`src/rtl/ps2_pkg.sv`:
```
// rtl/ps2_pkg.sv - shared types and constants for the PS/2 receive path
package ps2_pkg;

    typedef enum logic [1:0] {
        ST_IDLE,
        ST_DATA,
        ST_PARITY,
        ST_STOP
    } ps2_state_e;

    localparam logic [7:0] PS2_EXT = 8'hE0;
    localparam logic [7:0] PS2_BRK = 8'hF0;

    // "release" is a reserved word, so the break flag is carried as rel
    typedef struct packed {
        logic       extended;
        logic       rel;
        logic [7:0] code;
    } ps2_event_t;

    function automatic logic odd_parity_ok(input logic [7:0] data, input logic par);
        return ^{data, par};
    endfunction

endpackage

```
`src/rtl/ps2_event_fifo.sv`:
```
// rtl/ps2_event_fifo.sv - first-word fall-through queue of decoded scan events
module ps2_event_fifo
    import ps2_pkg::*;
#(
    parameter int DEPTH = 4
) (
    input  logic       clk_i,
    input  logic       rst_ni,
    input  logic       push_i,
    input  ps2_event_t push_data_i,
    input  logic       pop_i,
    output ps2_event_t head_o,
    output logic       valid_o,
    output logic       overflow_o
);

    localparam int AW = $clog2(DEPTH);
    localparam int CW = AW + 1;

    ps2_event_t    mem_q [DEPTH];
    logic [AW-1:0] wr_ptr_q;
    logic [AW-1:0] rd_ptr_q;
    logic [CW-1:0] count_q;
    logic          overflow_q;

    logic empty;
    logic full;
    logic do_pop;
    logic do_push;

    assign empty   = (count_q == '0);
    assign full    = (count_q == CW'(DEPTH));
    assign do_pop  = pop_i && !empty;
    // A pop in the same cycle frees the head slot, so a full queue still accepts
    assign do_push = push_i && (!full || do_pop);

    always_ff @(posedge clk_i or negedge rst_ni) begin
        if (!rst_ni) begin
            wr_ptr_q   <= '0;
            rd_ptr_q   <= '0;
            count_q    <= '0;
            overflow_q <= 1'b0;
        end else begin
            if (do_push) begin
                wr_ptr_q <= wr_ptr_q + AW'(1);
            end
            if (do_pop) begin
                rd_ptr_q <= rd_ptr_q + AW'(1);
            end
            count_q    <= count_q + CW'(do_push) - CW'(do_pop);
            overflow_q <= push_i && !do_push;
        end
    end

    always_ff @(posedge clk_i) begin
        if (do_push) begin
            mem_q[wr_ptr_q] <= push_data_i;
        end
    end

    assign head_o     = empty ? '0 : mem_q[rd_ptr_q];
    assign valid_o    = !empty;
    assign overflow_o = overflow_q;

endmodule

```
`src/rtl/ps2_rx_stream.sv`:
```
// rtl/ps2_rx_stream.sv - PS/2 device-to-host receiver with prefix folding and event queue
module ps2_rx_stream
    import ps2_pkg::*;
#(
    parameter int FILTER_LEN     = 4,
    parameter int TIMEOUT_CYCLES = 100000,
    parameter int FIFO_DEPTH     = 4
) (
    input  logic       clk_i,
    input  logic       rst_ni,
    input  logic       ps2_clk_i,
    input  logic       ps2_data_i,
    output logic [7:0] code_o,
    output logic       extended_o,
    output logic       release_o,
    output logic       valid_o,
    input  logic       ready_i,
    output logic       parity_err_o,
    output logic       frame_err_o,
    output logic       overflow_o
);

    localparam int TW = $clog2(TIMEOUT_CYCLES + 1);

    logic       clk_s1_q;
    logic       clk_s2_q;
    logic       data_s1_q;
    logic       data_s2_q;
    logic       filt_clk_q;
    logic [3:0] filt_cnt_q;
    logic       sample;

    ps2_state_e    state_q;
    logic [2:0]    bit_cnt_q;
    logic [7:0]    shift_q;
    logic          par_q;
    logic          ext_q;
    logic          rel_q;
    logic [TW-1:0] tmo_cnt_q;
    logic          push_q;
    ps2_event_t    push_ev_q;
    logic          parity_err_q;
    logic          frame_err_q;

    ps2_event_t head;

    always_ff @(posedge clk_i or negedge rst_ni) begin
        if (!rst_ni) begin
            clk_s1_q   <= 1'b1;
            clk_s2_q   <= 1'b1;
            data_s1_q  <= 1'b1;
            data_s2_q  <= 1'b1;
            filt_clk_q <= 1'b1;
            filt_cnt_q <= '0;
        end else begin
            clk_s1_q  <= ps2_clk_i;
            clk_s2_q  <= clk_s1_q;
            data_s1_q <= ps2_data_i;
            data_s2_q <= data_s1_q;
            if (clk_s2_q != filt_clk_q) begin
                if (filt_cnt_q == 4'(FILTER_LEN - 1)) begin
                    filt_clk_q <= clk_s2_q;
                    filt_cnt_q <= '0;
                end else begin
                    filt_cnt_q <= filt_cnt_q + 4'd1;
                end
            end else begin
                filt_cnt_q <= '0;
            end
        end
    end

    // Falling edge of the filtered clock, seen in the cycle it is about to toggle
    assign sample = filt_clk_q && !clk_s2_q && (filt_cnt_q == 4'(FILTER_LEN - 1));

    always_ff @(posedge clk_i or negedge rst_ni) begin
        if (!rst_ni) begin
            state_q      <= ST_IDLE;
            bit_cnt_q    <= '0;
            shift_q      <= '0;
            par_q        <= 1'b0;
            ext_q        <= 1'b0;
            rel_q        <= 1'b0;
            tmo_cnt_q    <= '0;
            push_q       <= 1'b0;
            push_ev_q    <= '0;
            parity_err_q <= 1'b0;
            frame_err_q  <= 1'b0;
        end else begin
            push_q       <= 1'b0;
            parity_err_q <= 1'b0;
            frame_err_q  <= 1'b0;

            if (sample || state_q == ST_IDLE) begin
                tmo_cnt_q <= '0;
            end else begin
                tmo_cnt_q <= tmo_cnt_q + TW'(1);
            end

            if (sample) begin
                case (state_q)
                    ST_IDLE: begin
                        if (!data_s2_q) begin
                            state_q   <= ST_DATA;
                            bit_cnt_q <= '0;
                        end
                    end
                    ST_DATA: begin
                        shift_q   <= {data_s2_q, shift_q[7:1]};
                        bit_cnt_q <= bit_cnt_q + 3'd1;
                        if (bit_cnt_q == 3'd7) begin
                            state_q <= ST_PARITY;
                        end
                    end
                    ST_PARITY: begin
                        par_q   <= data_s2_q;
                        state_q <= ST_STOP;
                    end
                    ST_STOP: begin
                        state_q <= ST_IDLE;
                        if (!data_s2_q) begin
                            frame_err_q <= 1'b1;
                            ext_q       <= 1'b0;
                            rel_q       <= 1'b0;
                        end else if (!odd_parity_ok(shift_q, par_q)) begin
                            parity_err_q <= 1'b1;
                            ext_q        <= 1'b0;
                            rel_q        <= 1'b0;
                        end else if (shift_q == PS2_EXT) begin
                            ext_q <= 1'b1;
                        end else if (shift_q == PS2_BRK) begin
                            rel_q <= 1'b1;
                        end else begin
                            push_q    <= 1'b1;
                            push_ev_q <= {ext_q, rel_q, shift_q};
                            ext_q     <= 1'b0;
                            rel_q     <= 1'b0;
                        end
                    end
                    default: state_q <= ST_IDLE;
                endcase
            end else if (state_q != ST_IDLE && tmo_cnt_q == TW'(TIMEOUT_CYCLES)) begin
                state_q     <= ST_IDLE;
                frame_err_q <= 1'b1;
                ext_q       <= 1'b0;
                rel_q       <= 1'b0;
            end
        end
    end

    ps2_event_fifo #(
        .DEPTH(FIFO_DEPTH)
    ) u_fifo (
        .clk_i      (clk_i),
        .rst_ni     (rst_ni),
        .push_i     (push_q),
        .push_data_i(push_ev_q),
        .pop_i      (ready_i),
        .head_o     (head),
        .valid_o    (valid_o),
        .overflow_o (overflow_o)
    );

    assign code_o       = head.code;
    assign extended_o   = head.extended;
    assign release_o    = head.rel;
    assign parity_err_o = parity_err_q;
    assign frame_err_o  = frame_err_q;

endmodule

```
`config.mk`:
```
export PLATFORM = sky130hd
export DESIGN_NAME = ps2_rx_stream
export DESIGN_NICKNAME = d
export VERILOG_FILES = /design/src/rtl/ps2_pkg.sv /design/src/rtl/ps2_event_fifo.sv /design/src/rtl/ps2_rx_stream.sv
export SDC_FILE = /design/constraint.sdc
export NUM_CORES = 1
export LEC_CHECK = 0
export CAP_MARGIN = 5
export CORE_AREA = 2 2 118 120
export DETAILED_ROUTE_END_ITERATION = 12
export DIE_AREA = 0 0 120 122
export GPL_TIMING_DRIVEN = 0
export PLACE_DENSITY = 0.5
export SLEW_MARGIN = 0
export SYNTH_ARGS = -nofsm -noshare
export SYNTH_HDL_FRONTEND = slang
export SYNTH_HIERARCHICAL = 1
export SYNTH_SLANG_ARGS = --single-unit
export TNS_END_PERCENT = 10
```
`constraint.sdc`:
```
create_clock -name clk_i -period 2.38 [get_ports clk_i]
set_clock_uncertainty 0.2 [all_clocks]
set_input_delay 0.238 -clock clk_i [delete_from_list [all_inputs] [get_ports clk_i]]
set_output_delay 0.238 -clock clk_i [all_outputs]
set_load 0.01 [all_outputs]
```
==> flow_results.xml <==
<?xml version="1.0" encoding="UTF-8"?>
<metrics>
  <group name="outcome">
    <metric name="run_status" unit="">finished, violations left</metric>
    <metric name="violations" unit="">negative setup slack</metric>
  </group>
  <group name="timing">
    <metric name="fmaxAchievable" unit="GHz">0.419</metric>
    <metric name="worst_slew_margin_rel" unit="">0.467</metric>
    <metric name="grt_setup_unrepaired" unit="">true</metric>
    <metric name="setup_viol_count_final" unit="">1</metric>
    <metric name="totalNegativeSetupSlack" unit="ns">-0.00939</metric>
    <metric name="final_critical_path_setup_slack" unit="ns">-0.00939</metric>
    <metric name="timing_max_transition_violations_final" unit="">0</metric>
    <metric name="finalWorstPathRequiredPeriod" unit="ns">2.39</metric>
    <metric name="worstMarginPinSlew" unit="ns">0.799</metric>
    <metric name="period_share" unit="">1.00</metric>
    <metric name="final_hold_viol_count" unit="">0</metric>
  </group>
  <group name="synthesis">
    <metric name="proportion_of_register_bits_with_asynchronous_set_or_reset_after_synthesis" unit="">0.612</metric>
    <metric name="synth_ff_type" unit="">sky130_fd_sc_hd__dfrtp_1</metric>
    <metric name="synth_enable_flop_cells" unit="">40</metric>
    <metric name="netlist_instances" unit="">318</metric>
    <metric name="synth.yosys.seq_area_share" unit="">0.611</metric>
    <metric name="ys_warn_count" unit="">6</metric>
    <metric name="synth_seq_cells" unit="">103</metric>
    <metric name="netlist-cell-type-count" unit="">46</metric>
    <metric name="avgSynthCellArea" unit="um^2">14.3</metric>
    <metric name="synthesis.nets" unit="">341</metric>
    <metric name="syn_area" unit="um^2">4550</metric>
  </group>
  <group name="floorplan">
    <metric name="initial_core_util" unit="">0.337</metric>
    <metric name="design.die.area" unit="um^2">14600</metric>
    <metric name="rows" unit="">43</metric>
    <metric name="die_h" unit="um">122</metric>
    <metric name="core_area" unit="um^2">13500</metric>
    <metric name="dieWidth" unit="um">120</metric>
    <metric name="floorplan.io_pins" unit="">19</metric>
  </group>
  <group name="critical_path">
    <metric name="timing.critical_path.arrival" unit="ns">2.43</metric>
    <metric name="path_max_fanout" unit="">3</metric>
    <metric name="startpoint_type" unit="">flop</metric>
    <metric name="r2r-end" unit="">u_fifo/count_q[2]$_DFF_PN0_</metric>
    <metric name="flop_to_flop_setup_slack" unit="ns">-0.009</metric>
    <metric name="crit_path_end_kind" unit="">flop</metric>
    <metric name="r2r_start" unit="">u_fifo/count_q[0]$_DFF_PN0_</metric>
    <metric name="cp-endpoint" unit="">u_fifo/count_q[2]$_DFF_PN0_</metric>
    <metric name="timing.critical_path.from" unit="">u_fifo/count_q[0]$_DFF_PN0_</metric>
    <metric name="worst_r2r_path_depth" unit="">8</metric>
    <metric name="criticalPathCategory" unit="">reg -&gt; reg</metric>
    <metric name="critPathRequiredTime" unit="ns">2.42</metric>
  </group>
  <group name="layout">
    <metric name="insertedDiodeCount" unit="">0</metric>
    <metric name="fill_cells" unit="">1264</metric>
    <metric name="post_route_cells_drive_above_1_share" unit="">0.216</metric>
    <metric name="multiInputGateArea" unit="um^2">1720</metric>
    <metric name="regArea" unit="um^2">2790</metric>
    <metric name="signed_area_change_from_the_synthesized_netlist_to_the_final_layout" unit="%">17.3</metric>
    <metric name="nNetsFinal" unit="">374</metric>
  </group>
  <group name="global_route">
    <metric name="first_global_vias" unit="">2531</metric>
    <metric name="global_route_wire_length_before_repair" unit="um">13000</metric>
    <metric name="grt_start_max_net_pins" unit="">64</metric>
    <metric name="antenna_found_initial" unit="">0</metric>
    <metric name="grtUsageTotal" unit="">0.115</metric>
    <metric name="grt_overflow_total" unit="">0</metric>
  </group>
  <group name="placed_design">
    <metric name="place.gp.congestion" unit="">0.790</metric>
    <metric name="post-dp-hpwl" unit="um">4940</metric>
    <metric name="portBuffers" unit="">18</metric>
    <metric name="post-place-ws" unit="ns">-0.245</metric>
  </group>
  <group name="detailed_routing">
    <metric name="routed_wirelength" unit="um">7400</metric>
    <metric name="postRouteAntennaNets" unit="">0</metric>
    <metric name="drtIter0Drc" unit="">127</metric>
    <metric name="via_per_inst" unit="">4.52</metric>
    <metric name="routedWlPerCell" unit="um">13.8</metric>
    <metric name="drt_pass1_iterations" unit="">4</metric>
    <metric name="route.detailed.drc" unit="">0</metric>
    <metric name="vias" unit="">2422</metric>
  </group>
  <group name="flow_run">
    <metric name="max-cap-violations" unit="">0</metric>
  </group>
  <group name="power_and_ir_drop">
    <metric name="power.leakage" unit="nW">2.32</metric>
    <metric name="power_density" unit="nW/um^2">732</metric>
    <metric name="ir_drop" unit="uV">350</metric>
  </group>
  <group name="clock_network">
    <metric name="cts_tree" unit="">yes</metric>
    <metric name="clkSlewWorstSetupHoldPaths" unit="ns">0.07</metric>
    <metric name="clock_tree.buffer_depth" unit="">2</metric>
    <metric name="cts_buffers" unit="">9</metric>
    <metric name="clock_sinks" unit="">103</metric>
    <metric name="cts_htree_levels" unit="">3</metric>
    <metric name="clk-insertion-delay-late" unit="ns">0.35</metric>
    <metric name="clk_root_buffer_cell" unit="">sky130_fd_sc_hd__clkbuf_16</metric>
  </group>
  <group name="worst_hold_path">
    <metric name="hold_path_class" unit="">in -&gt; reg</metric>
  </group>
</metrics>
what timing repair did:
action | CTS | global route
hold buffers | 1 | 0
pin swaps | 0 | 3
hold endpoints to repair | 58 | 0
resized for setup | 17 | 11
buffers inserted | 1 | 2
setup endpoints to repair | 20 | 7
how the worst min path moves through the flow:
| stage | end | start | depth (start not counted) |
|---|---|---|---|
| 6_report | clk_s1_q$_DFF_PN1_ | ps2_clk_i | 1 |
| 5_1_grt | clk_s1_q$_DFF_PN1_ | ps2_clk_i | 1 |
| 4_1_cts | clk_s1_q$_DFF_PN1_ | ps2_clk_i | 1 |
| 3_5_place_dp | data_s2_q$_DFF_PN1_ | data_s1_q$_DFF_PN1_ | 0 |
| 3_3_place_gp | clk_s2_q$_DFF_PN1_ | clk_s1_q$_DFF_PN1_ | 0 |
| 2_1_floorplan | bit_cnt_q[0]$_DFFE_PN0P_ | rst_ni | 0 |
critical path, stage by stage (launching register included):
cell,delay (ns)
sky130_fd_sc_hd__dfrtp_1,0.41
sky130_fd_sc_hd__or3_4,0.39
sky130_fd_sc_hd__and2_4,0.18
sky130_fd_sc_hd__ha_4,0.25
sky130_fd_sc_hd__inv_1,0.03
sky130_fd_sc_hd__ha_2,0.17
sky130_fd_sc_hd__fa_2,0.38
sky130_fd_sc_hd__xnor2_2,0.15
sky130_fd_sc_hd__xnor2_1,0.12
stage by stage:
step           total power, mW  area (um^2)  hold slack, ns   util  instances
3_5_place_dp              2.46         4960           0.150  0.367        516
4_1_cts                   3.95         5280          0.0777  0.391        534
6_report                  3.91         5340          0.0966  0.396        536
5_1_grt                   4.11         5340          0.0826  0.396        536
3_3_place_gp              2.45         4960           0.146  0.368        516
2_1_floorplan             2.33         4560          -0.258      -        318
layout by cell type (no fill, tap or decap), drive strengths merged, types with 2 or more instances in the layout:
master         instances
a21oi                  7
xnor2                 13
clkdlybuf4s15          2
mux2                  21
nor2b                  6
o21ai                  7
dfstp                  5
nand4                  3
dfrtp                 58
nand2                 11
nor3                   2
a32oi                  2
xor2                  13
or3                    2
clkbuf                13
buf                    9
edfxtp                40
dlygate4sd2            8
nor4                   4
and2                  19
nand3                 13
nor2                  22
nand3b                 3
ha                    17
inv                   16
o21a                   2
clkdlybuf4s50          6
or4b                   3
mux4                  10
clkinv                 4
power breakdown:
| group | internal, mW | switching [mW] |
|---|---|---|
| Sequential | 1.92 | 0.0646 |
| Clock | 0.756 | 0.667 |
| Combinational | 0.271 | 0.234 |
logic make-up (layout without fill, tap and decap cells):
kind of cell | after synthesis | after routing | share of synthesized area
multiplexers | 32 | 32 | 0.113
XOR/XNOR | 27 | 27 | 0.0566
buffers and inverters | 22 | 60 | 0.0220
AO/OA/AOI/OAI | 22 | 22 | 0.0297
AND/OR/NAND/NOR | 94 | 94 | 0.117
flip-flops | 103 | 103 | 0.611
adder cells (fa/ha/maj) | 18 | 18 | 0.0511
layout make-up:
type,count,area share
flip-flops and latches,103,0.521
clock inverters,6,0.0101
plain buffers,8,0.0115
well taps,180,0.0422
inverters,14,0.00984
repair buffers,22,0.0379
multi-input cells,193,0.322
clock buffers,10,0.0447
synthesized netlist by cell type (2+ instances only):
cell,count,area share
sky130_fd_sc_hd__mux4_2,8,0.040
sky130_fd_sc_hd__dfstp_2,5,0.029
sky130_fd_sc_hd__xor2_1,13,0.025
sky130_fd_sc_hd__nand2_1,10,0.0082
sky130_fd_sc_hd__or4b_1,3,0.0066
sky130_fd_sc_hd__mux2_2,12,0.030
sky130_fd_sc_hd__mux4_1,2,0.012
sky130_fd_sc_hd__buf_2,2,0.0022
sky130_fd_sc_hd__nand3b_1,3,0.0049
sky130_fd_sc_hd__nor4_1,3,0.0041
sky130_fd_sc_hd__o21a_1,2,0.0033
sky130_fd_sc_hd__a32oi_1,2,0.0038
sky130_fd_sc_hd__buf_6,2,0.0049
sky130_fd_sc_hd__nand3_1,13,0.014
sky130_fd_sc_hd__dfrtp_1,58,0.32
sky130_fd_sc_hd__clkbuf_1,4,0.0033
sky130_fd_sc_hd__mux2_4,9,0.030
sky130_fd_sc_hd__xnor2_1,12,0.023
sky130_fd_sc_hd__nor2_1,22,0.018
sky130_fd_sc_hd__and2_1,19,0.026
sky130_fd_sc_hd__nor3_1,2,0.0022
sky130_fd_sc_hd__a21oi_1,7,0.0077
sky130_fd_sc_hd__inv_1,14,0.012
sky130_fd_sc_hd__ha_1,17,0.047
sky130_fd_sc_hd__nand4_1,3,0.0041
sky130_fd_sc_hd__o21ai_0,7,0.0077
sky130_fd_sc_hd__nor2b_1,5,0.0069
sky130_fd_sc_hd__edfxtp_1,40,0.26
sky130_fd_sc_hd__or3_1,2,0.0027
state kept, by name (all words and copies together), names as in the netlist:
name,cells
shift_q,8
clk_s1_q,1
rel_q,1
push_q,1
u_fifo/rd_ptr_q,2
data_s1_q,1
par_q,1
data_s2_q,1
clk_s2_q,1
u_fifo/mem_q,40
push_ev_q,10
parity_err_o,1
frame_err_o,1
state_q,2
filt_cnt_q,4
u_fifo/wr_ptr_q,2
tmo_cnt_q,17
u_fifo/overflow_o,1
filt_clk_q,1
bit_cnt_q,3
ext_q,1
u_fifo/count_q,3
metal layers:
layer,track usage,wire length (um),part of all wire,vias up
met2,0.192,3600,0.49,28
met5,0,0,0,-
li1,-,-,-,1202
met3,0.0342,247,0.033,6
met4,0.0441,90,0.012,0
met1,0.142,3460,0.47,1186
(Power assumes the default switching activity.)
==> variant 1, RTL diff (config.mk and constraints unchanged) <==
`FIFO_DEPTH`: 4 -> 2.
--- a/src/rtl/ps2_rx_stream.sv
+++ b/src/rtl/ps2_rx_stream.sv
@@ -6,3 +6,3 @@
     parameter int TIMEOUT_CYCLES = 100000,
-    parameter int FIFO_DEPTH     = 4
+    parameter int FIFO_DEPTH     = 2
 ) (
Function: no difference found for any inputs over 10 cycles, from zero or initial values and one cycle with rst_ni low; that may be too few to reach the edited logic, so the function may still have changed.
==> variant 1 against the unedited design <==
- design area decreased by 19%
- synthesized cell count decreased by 10%
- worst setup slack improved by 0.17 ns
- routed wire length decreased by 20%
- sequential cell count decreased by 23
- area after synthesis decreased by 21%
- count of clock-buffer cells in the layout unchanged
Power is not compared: it rests on default switching activity, and its combinational part moved more than twofold at a synthesized area within 25%.
==> variant 1: results (changes against the unedited design) <==
Placer Congestion=0.750 (-5.1%); syn nets=303 (-11%); Worst Setup SP=filt_clk_q; Worst-Skew Late Latency=0.33 ns (-0.02 ns); Seq/Total Area, Yosys=58.4% (-2.8 points); r2r setup slk=0.16 ns (+0.17 ns); adder-cell area share of the yosys netlist=4.50% (-0.61 points); FF-to-FF path depth=6 (-2); crit path max fanout=10 (+7); compound-cell area share of the yosys netlist=4.09% (+1.1 points); via count=2144 (-11%); status=finished clean; main area contributors after synthesis=dfrtp_1 38%, edfxtp_1 17%, ha_1 4.5%; vias in the first global route=2210 (-13%); Synth Area in XOR/XNOR=6.65% (+0.99 points); delay of the slowest critical-path stage=0.53 ns (+0.12 ns); Worst R2R Start=filt_clk_q; Iteration-0 DRC Markers=155 (+22%); Arr. time, crit path=2.24 ns (-0.19 ns); Crit path max-delay family=flip-flops; first-pass GRT wire length=10700 um (-17%); synth cell count leaders=55 x dfrtp_1, 34 x nor2_1, 20 x edfxtp_1; share of layout cells above drive strength 1=17.1% (-4.5 points); DR WL met3=194 um (-21%); CP max-delay cell=dfstp_2; hpwl dp=4150 um (-16%); met2 WL=2840 um (-21%); final setup fails=0 (-1)
==> variant 1: changes by cell type in the layout (fill, tap and decap cells not counted), moves of 10 or more <==
cell and change:
clkdlybuf4s50_1 +11, and2_1 -14, mux2i_1 +10, edfxtp_1 -20, nor2_1 +12
==> variant 1: repair_timing <==
action / 4_1_cts / 5_1_grt
hold buffers: 1 / 0
setup endpoints to repair: 6 / 2
resized for setup: 1 / 2
endpoints found under the hold margin: 18 / 0
==> variant 1: layout make-up <==
cell class	instances	share of cell area (%)
plain buffers	7	0.950
clock buffers	10	5.27
flip-flops and latches	80	48.5
clock inverters	6	1.41
repair buffers	20	4.72
inverters	11	0.950
well taps	180	5.18
multi-input cells	187	33.0
==> variant 1: through the flow <==
| stage | instances | setup slack [ns] | instance area, um^2 | hold WS [ns] | util, % |
|---|---|---|---|---|---|
| finish | 501 | 0.156 | 4350 | 0.110 | 32.2 |
| CTS | 501 | 0.114 | 4330 | 0.0978 | 32.1 |
| global route | 501 | 0.0175 | 4350 | 0.110 | 32.2 |
| detailed placement | 484 | -0.0112 | 4030 | 0.0491 | 29.9 |
| floorplan | 285 | 0.273 | 3610 | -0.258 | - |
| global placement | 483 | -1.16 | 4020 | 0.146 | 29.7 |
==> variant 1: per-layer routing <==
metal	vias to the layer above	track usage (%)
met3	9	2.76
met4	0	4.19
met5	-	0
li1	1061	-
met2	28	15.1
met1	1046	11.4
==> variant 1: path summary, 6_finish.rpt <==
kind                                      to
max reg2reg                       shift_q[6]
min in group asynchronous  u_fifo/overflow_o
max in group asynchronous          data_s1_q
min reg2reg                         clk_s2_q
min                                 clk_s1_q
max                               shift_q[6]
==> variant 2, RTL diff (same flow settings) <==
Made on the original files. One comparison of `filt_cnt_q` changes from == to >=.
--- a/src/rtl/ps2_rx_stream.sv
+++ b/src/rtl/ps2_rx_stream.sv
@@ -73,3 +73,3 @@
     // Falling edge of the filtered clock, seen in the cycle it is about to toggle
-    assign sample = filt_clk_q && !clk_s2_q && (filt_cnt_q == 4'(FILTER_LEN - 1));
+    assign sample = filt_clk_q && !clk_s2_q && (filt_cnt_q >= 4'(FILTER_LEN - 1));
 
Check against the original RTL: same outputs for any inputs over 10 cycles, from zero or initial values and one cycle with rst_ni low; that may be too few to reach the edited logic, so the function may still have changed.
==> variant 2 against the unedited design <==
- count of clock-buffer cells in the layout shrank 1
- fmax grew 1.4%
- sequential cell count is the same
- design area grew 1.5%
- worst setup slack gained 0.032 ns
- routed wire length grew 7.2%
- via count grew 7.8%
- area after synthesis shrank 0.58%
Power is not compared: it rests on default switching activity, and its combinational part moved more than twofold at a synthesized area within 25%.
==> variant 2: results (changes against the unedited design) <==
DR vias/cell=4.61 (+2.1%); Iteration-0 DRC Markers=149 (+17%); Lkg Pwr=2.28 nW; FF-to-FF path depth=5 (-3); Worst-Skew Late Latency=0.35 ns (about the same); WHS=0.0916 ns (-0.00501 ns); worst min-delay path startpoint=ps2_data_i; main area contributors after synthesis=dfrtp_1 32%, edfxtp_1 27%, ha_1 4.7%; layout net count=404 (+8.0%); Arr. time, crit path=2.40 ns (-0.03 ns); number of synthesized flops with an enable pin=40 (unchanged); Distinct cells, synth=45 (-2.2%); hpwl dp=5040 um (+2.1%); status=finished clean; H-tree depth=3 (unchanged); antenna violations before repair=0 (unchanged); dpl cell area=4930 um^2 (-0.53%); Seq/Total Area, Yosys=61.5% (+0.35 points); synth cell count leaders=58 x dfrtp_1, 40 x edfxtp_1, 33 x nand2_1; worst-margin pin slew=0.807 ns (+0.00740 ns); filler cell count in the final layout=1271 (+0.55%); first-pass GRT wire length=13300 um (+2.8%); grt met3 use=3.56% (+0.14 points); Clk pin slew, worst setup/hold paths=0.08 ns; Placer Congestion=0.779 (-1.3%); met1 Resource Use GR=14.1% (-0.096 points); Worst Hold End=data_s1_q; port bufs=18 (unchanged); startpoint types=register; Inst Count DP=536 (+3.9%); Hold Crit Depth=1 (unchanged); Inserted Diodes=0 (unchanged); vias in the first global route=2682 (+6.0%); CP max-delay cell=or3b_4; Crit path max-delay family=XOR/XNOR gates; biggest regs=u_fifo/mem_q (40), tmo_cnt_q (17), push_ev_q (10); per-cell routed wire length=14.0 um (+1.5%); syn nets=361 (+5.9%); Place WS=-0.259 ns (-0.0145 ns); pin count of the biggest net entering global routing=64 (unchanged); first-pass detailed-route iteration total=4 (unchanged); share of layout cells above drive strength 1=21.0% (-0.64 points); R2R Path End=push_ev_q[9]; FFs w/ async S/R, synth=61.2% (unchanged); GRT Util Overall=11.9% (+0.41 points); clock buffer depth=2 (unchanged); fin. max-slew vios=0 (unchanged); Final WS setup=0.0230 ns (+0.0324 ns); Worst VDD drop=0.436 mV; non-filler instance count after layout=566 (+5.6%); TritonCTS Buffers=9 (unchanged); Syn Area/Cell=13.4 um^2 (-6.5%); Worst R2R Start=shift_q[3]; crit path max fanout=11 (+8); met2 GRT Util=20.3% (+1.1 points); delay of the slowest critical-path stage=0.50 ns (+0.09 ns)
variant 2: where the power goes:
part / switching (mW) / total (mW) / internal, mW
clock network: 0.718 / 1.46 / 0.745
registers: 0.0789 / 2.01 / 1.93
logic: 0.485 / 1.05 / 0.569
total: 1.28 / 4.53 / 3.25
variant 2: worst max path at each step:
stage / to
2_1_floorplan: push_ev_q[2]
5_1_grt: u_fifo/count_q[2]
4_1_cts: u_fifo/count_q[2]
3_5_place_dp: u_fifo/count_q[2]
6_report: push_ev_q[9]
3_3_place_gp: u_fifo/count_q[2]
variant 2: cells by family after synthesis:
kind of cell             count (synthesis)  share of synthesized area [%]
AO/OA/AOI/OAI                           30                           4.28
flip-flops                             103                           61.5
XOR/XNOR                                27                           5.53
AND/OR/NAND/NOR                        116                           13.2
adder cells (fa/ha/maj)                 18                           5.14
multiplexers                            19                           7.96
buffers and inverters                   25                           2.43
variant 2: stage by stage:
stage	setup TNS [ns]	power [mW]
2_1_floorplan	0	2.64
3_3_place_gp	-80.82	2.99
3_5_place_dp	-2.66	3.02
4_1_cts	-0.570	4.51
5_1_grt	-0.161	4.79
6_report	0	4.53
variant 2: final cells by class:
cell class                 instances  area (um^2)  share of cell area (%)
sequential                       103         2790                    51.5
multi-input combinational        210         1710                    31.6
timing repair buffer              34          292                    5.38
clock buffer                       9          225                    4.15
tap                              180          225                    4.15
clock inverter                     7         71.3                    1.32
inverter                          18         67.6                    1.25
buffer                             5         37.5                   0.692
variant 2: routing by layer:
layer	part of all wire (%)	routed length (um)
met1	45	3560
met2	50	3990
met3	3.0	237
met4	1.8	141
met5	0	0
variant 2: timing repair:
action	in CTS	in global routing
hold endpoints to repair	58	0
endpoints found under the setup margin	32	14
resized for setup	22	17
hold buffers	1	0
pin swaps	3	9
setup buffers	3	12
